File: config.mk
export PLATFORM = sky130hd
export DESIGN_NAME = fetch_unit
export DESIGN_NICKNAME = d
export VERILOG_FILES = /design/src/rtl/mips_pkg.sv /design/src/rtl/next_pc_calc.sv /design/src/rtl/fetch_unit.sv
export SDC_FILE = /design/constraint.sdc
export NUM_CORES = 1
export LEC_CHECK = 0
export BUFFER_PORTS_ARGS = -buffer_cell sky130_fd_sc_hd__buf_2
export CORE_ASPECT_RATIO = 0.6
export CORE_MARGIN = 2
export CORE_UTILIZATION = 50
export CTS_CLUSTER_DIAMETER = 60
export DETAILED_ROUTE_END_ITERATION = 7
export GPL_ROUTABILITY_DRIVEN = 0
export PLACE_DENSITY = 0.79
export SLEW_MARGIN = 5
export SYNTH_ARGS = -nofsm -noshare
export SYNTH_HDL_FRONTEND = slang
export SYNTH_SLANG_ARGS = --single-unit
File: constraint.sdc
create_clock -name clk -period 4.1 [get_ports clk]
set_clock_uncertainty 0.2 [all_clocks]
set_input_delay 0.82 -clock clk [delete_from_list [all_inputs] [get_ports clk]]
set_output_delay 0.82 -clock clk [all_outputs]
set_load 0.05 [all_outputs]
File: src/rtl/mips_pkg.sv
// Shared MIPS definitions: opcode field values, reset fetch address, fetch-stage states.
// No logic of its own; imported by the fetch stage and the control decoder.
package mips_pkg;

  localparam logic [31:0] RESET_PC_DEFAULT = 32'h0040_0000;

  localparam logic [5:0] OP_RTYPE = 6'h00;
  localparam logic [5:0] OP_J     = 6'h02;
  localparam logic [5:0] OP_JAL   = 6'h03;
  localparam logic [5:0] OP_BEQ   = 6'h04;
  localparam logic [5:0] OP_BNE   = 6'h05;
  localparam logic [5:0] OP_ADDI  = 6'h08;
  localparam logic [5:0] OP_ANDI  = 6'h0C;
  localparam logic [5:0] OP_ORI   = 6'h0D;
  localparam logic [5:0] OP_LUI   = 6'h0F;
  localparam logic [5:0] OP_LW    = 6'h23;
  localparam logic [5:0] OP_SW    = 6'h2B;

  localparam logic [1:0] IDLE  = 2'd0;
  localparam logic [1:0] FETCH = 2'd1;
  localparam logic [1:0] HOLD  = 2'd2;

endpackage

File: src/rtl/next_pc_calc.sv
// Next-PC selection: jump > taken branch > sequential, result word aligned.
// Purely combinational, no backpressure.
module next_pc_calc #(
  parameter int ADDR_WIDTH = 32
) (
  input  logic [ADDR_WIDTH-1:0] pc_plus4,
  // only the jump index / branch immediate fields of the instruction matter here
  input  logic [25:0]           instr,
  input  logic                  jump,
  input  logic                  branch_eq,
  input  logic                  branch_ne,
  input  logic                  zero,
  output logic [ADDR_WIDTH-1:0] next_pc
);

  logic [ADDR_WIDTH-1:0] jumpTarget;
  logic [ADDR_WIDTH-1:0] branchTarget;
  logic [ADDR_WIDTH-1:0] target;
  logic                  branchTaken;

  always_comb begin
    jumpTarget   = {pc_plus4[ADDR_WIDTH-1:28], instr, 2'b00};
    branchTarget = pc_plus4 + {{(ADDR_WIDTH-18){instr[15]}}, instr[15:0], 2'b00};
    // both flags set means "branch on either outcome"
    branchTaken  = (branch_eq && zero) || (branch_ne && !zero);
    if (jump) begin
      target = jumpTarget;
    end else if (branchTaken) begin
      target = branchTarget;
    end else begin
      target = pc_plus4;
    end
    next_pc = target & ~ADDR_WIDTH'(3);
  end

endmodule

File: src/rtl/fetch_unit.sv
// Instruction fetch and PC sequencing, one outstanding imem request, no delay slot.
// Latency: 1 cycle reset->req, ready->instr_valid, accept->next req.
// Backpressure: instruction held frozen until instr_accept; imem stalls via imem_ready.
module fetch_unit
  import mips_pkg::*;
#(
  parameter logic [31:0] RESET_PC   = RESET_PC_DEFAULT,
  parameter int          ADDR_WIDTH = 32
) (
  input  logic                  clk,
  input  logic                  reset,
  output logic                  imem_req,
  output logic [ADDR_WIDTH-1:0] imem_addr,
  input  logic                  imem_ready,
  input  logic [31:0]           imem_rdata,
  output logic [31:0]           instr,
  output logic [5:0]            op,
  output logic                  instr_valid,
  input  logic                  instr_accept,
  output logic [ADDR_WIDTH-1:0] pc,
  output logic [ADDR_WIDTH-1:0] pc_plus4,
  input  logic                  jump,
  input  logic                  branch_eq,
  input  logic                  branch_ne,
  input  logic                  zero
);

  localparam logic [ADDR_WIDTH-1:0] RESET_ADDR = ADDR_WIDTH'(RESET_PC);
  localparam logic [ADDR_WIDTH-1:0] STEP       = ADDR_WIDTH'(4);

  logic [1:0]            state;
  logic [ADDR_WIDTH-1:0] nextPc;

  next_pc_calc #(
    .ADDR_WIDTH(ADDR_WIDTH)
  ) nextPcCalc (
    .pc_plus4 (pc_plus4),
    .instr    (instr[25:0]),
    .jump     (jump),
    .branch_eq(branch_eq),
    .branch_ne(branch_ne),
    .zero     (zero),
    .next_pc  (nextPc)
  );

  assign imem_req    = (state == FETCH);
  assign instr_valid = (state == HOLD);
  assign op          = instr[31:26];

  always_ff @(posedge clk) begin
    if (reset) begin
      state     <= IDLE;
      imem_addr <= RESET_ADDR;
      instr     <= '0;
      pc        <= RESET_ADDR;
      pc_plus4  <= RESET_ADDR + STEP;
    end else begin
      case (state)
        IDLE: begin
          state     <= FETCH;
          imem_addr <= RESET_ADDR;
        end
        FETCH: begin
          if (imem_ready) begin
            instr    <= imem_rdata;
            pc       <= imem_addr;
            pc_plus4 <= imem_addr + STEP;
            state    <= HOLD;
          end
        end
        HOLD: begin
          // decoder/ALU inputs only matter in the accept cycle
          if (instr_accept) begin
            imem_addr <= nextPc;
            state     <= FETCH;
          end
        end
        default: state <= IDLE;
      endcase
    end
  end

endmodule

==> metrics <==
status=finished, final reports clean; critical path class=reg2reg; most common cell in the netlist=nand2_1; port bufs=about 170; Static Leak=3.606 nW; FF-to-FF path depth=12; worst ir drop on vdd=approximately 330 uV; via/cell ratio=between 5 and 6; Hold Crit Class=reg2reg; leading area contributor after synthesis=dfxtp_1; chip width=around 160 um; Detailed Place HPWL=about 16000 um; Initial Util=0.5063; Synth Area in Compound Gates=0.2440; arrival time at the worst endpoint=around 3.4 ns; Worst-Margin Slew=~0.93 ns; placed cell area=about 7800 um^2; most frequent CP cell=o21ai_0; Final #Nets=1112; CP peak stage delay=approximately 0.42 ns; fin crit period=approximately 3.3 ns; overall routing resource usage=0.3049; Reg2Reg Setup Slack=roughly 0.78 ns; post-synthesis mux area share=0.007482; EDFF count, synth=0; Post-CTS Setup Repair Bufs=0; Finished Core Util=0.6197; vias in the first global route=roughly 6300; die span in y=94.71 um; Gates resized, CTS repair=0; Synth Register Bits=approximately 120; CP Cell Sequence=ha_1 -> inv_1 -> fa_1 -> nor2b_1 -> o31a_1 -> o31ai_2 -> a21oi_1 -> nor2b_1 -> o21ai_0 -> o21ai_0 -> a211oi_1 -> o21ai_0; dpl ws=0.9879 ns; HP Start=pc[14]$_SDFFE_PP0P_; total grt overflow=0; Clock Latency Late Sink=roughly 0.42 ns; simple-gate area share of the yosys netlist=0.2246; asr flop ratio synth=0; CTS tree=done; die footprint=about 15000 um^2; Post-Syn Area=between 6000 and 7000 um^2; sequential fraction of the synthesis area=0.3620; Crit-path slowest cell=a211oi_1; Synth cell types=65; Syn Area/Cell=around 7.6 um^2; Routed Antenna Nets=0; main area contributors after synthesis=dfxtp_1 36%, nand2_1 10%, a21oi_1 8.2%; Pins Over Slew Limit=0; Slew headroom=0.3766; max-cap violations=0; final worst path period share=0.8107; # clock sinks=124; DRC=0; CP Buf/Inv Count=1; Worst-path clk slew=around 0.060 ns; r2r endpoint=imem_addr[20]$_SDFFE_PP0P_; hold endpoint=pc[14]$_SDFFE_PP0P_; Synth Area in XOR/XNOR=0.05365; Rows=33; worst-path fanout max=4; Max Root-Sink Buffers=2; core footprint=about 14000 um^2; yosys warns=0; Post-synth top flop=dfxtp_1; crit path capture type=register; Hold Path Depth=2; TritonRoute pass-1 iters=5; Worst R2R Start=instr[0]$_SDFFE_PP0P_; Non-Filler Cell Area, Final=approximately 8400 um^2; first-pass GRT wire length=between 30000 and 40000 um; RSZ-0062 raised after global routing=no; synth cell count leaders=187 x nand2_1, 124 x dfxtp_1, 112 x a21oi_1, 75 x nor2_1, 57 x o21ai_0; Crit. Startpoint=instr[0]$_SDFFE_PP0P_; post-synthesis adder-cell area fraction=0.05766; Cell Pwr Density=~410 nW/um^2; hold buffers post-CTS=0; CP Data Required Time=4.19 ns; Worst Setup Start Kind=register; # setup viols final=0; post-synth top area share=0.3620; total design power=about 0.0035 W; deepest level of the CTS H-tree=4; synthesis-to-layout area growth=22.41%; average routed wire per standard cell=around 18 um; largest net degree at the start of global routing=67; ratio of cells with drive above 1 in the final layout=0.2175; Max Fclk=approximately 300 MHz; Final Hold Fails=0; setup_tns=0 ns; initial antenna violation count=0; Starting DRT DRC Count=~960; Ports=roughly 180; TritonCTS Buffers=17; Worst path top cell family by delay=compound AO/OA/AOI/OAI gates; via count=~7000; worst setup margin=about 0.78 ns; largest family of logic cells by synthesized area=compound AO/OA/AOI/OAI gates; Post-Route WL=22400 um; clock root cell=clkbuf_16; Synth Instances=approximately 900
[cell families after synthesis]
logic type | count (synthesis)
simple gates | 348
compound gates | 271
flops | 124
buf+inv | 79
xor+xnor | 42
fa+ha+maj | 31
mux | 5
other cells | 1
[how the worst max path moves through the flow]
stage                            endpoint  slack (ns)  depth (start not counted)
6_report       imem_addr[20]$_SDFFE_PP0P_        0.78                         12
5_1_grt        imem_addr[20]$_SDFFE_PP0P_        0.52                         12
4_1_cts        imem_addr[20]$_SDFFE_PP0P_        0.97                         12
3_5_place_dp   imem_addr[20]$_SDFFE_PP0P_        0.99                         11
3_3_place_gp   imem_addr[20]$_SDFFE_PP0P_        1.10                         11
2_1_floorplan  imem_addr[30]$_SDFFE_PP0P_        0.89                         11
[stage by stage]
stage	hold slack, ns	instances
finish	0.2488	1229
CTS	0.2522	1228
global route	0.2767	1228
floorplan	0.4754	906
detailed placement	0.2446	1197
global placement	0.2388	1197
[cells in the final DEF (no fill, tap or decap), types with 8 or more instances in the layout]
cell       Yosys  final
nand2_1      187    186
dfxtp_1      124    124
clkbuf_16      0     17
o211ai_1       8      8
or3_1          9      9
nor2b_1       10     10
buf_4         12     14
buf_2          1    168
nor2_1        75     75
nand3_1       16     16
o21ai_0       57     57
nor3_1        12     12
inv_1         12     12
a211oi_1      28     28
a32oi_1        8      8
xnor2_1       21     21
a21o_1        10     10
ha_1          30     30
xor2_1        21     21
a21oi_1      112    112
[report_power, final]
part	leakage, nW	internal [W]	switching [W]
sequential	1.01	0.00124	0.0000501
clock	0.301	0.00102	0.000589
combinational	2.30	0.000154	0.000409
[routing by layer]
metal | up-vias | global-route usage | routed length (um)
met2 | 411 | 0.4011 | 8593
met3 | 39 | 0.1143 | 2863
met1 | 3308 | 0.4559 | 10550
li1 | 3446 | - | -
met5 | - | 0 | 0
met4 | 0 | 0.08333 | 397
[layout make-up]
type,instances,area [um^2]
antenna,1,2.502
clock buffer,18,429.2
clock inverter,13,190.2
fill,1216,5150
inverter,12,45.04
multi-input combinational,703,4059
sequential,124,2482
tap,175,219.0
timing repair buffer,183,965.9
[tightest hold or removal path, stage by stage (launching register included)]
cell and delay [ns]:
dfxtp_1 0.30, nand2_1 0.05, a21oi_1 0.05
[state kept, by name, indices dropped and copies added (netlist names)]
register,cells
pc,30
instr,32
state,2
pc_plus4,30
imem_addr,30
(Power assumes the default switching activity.)
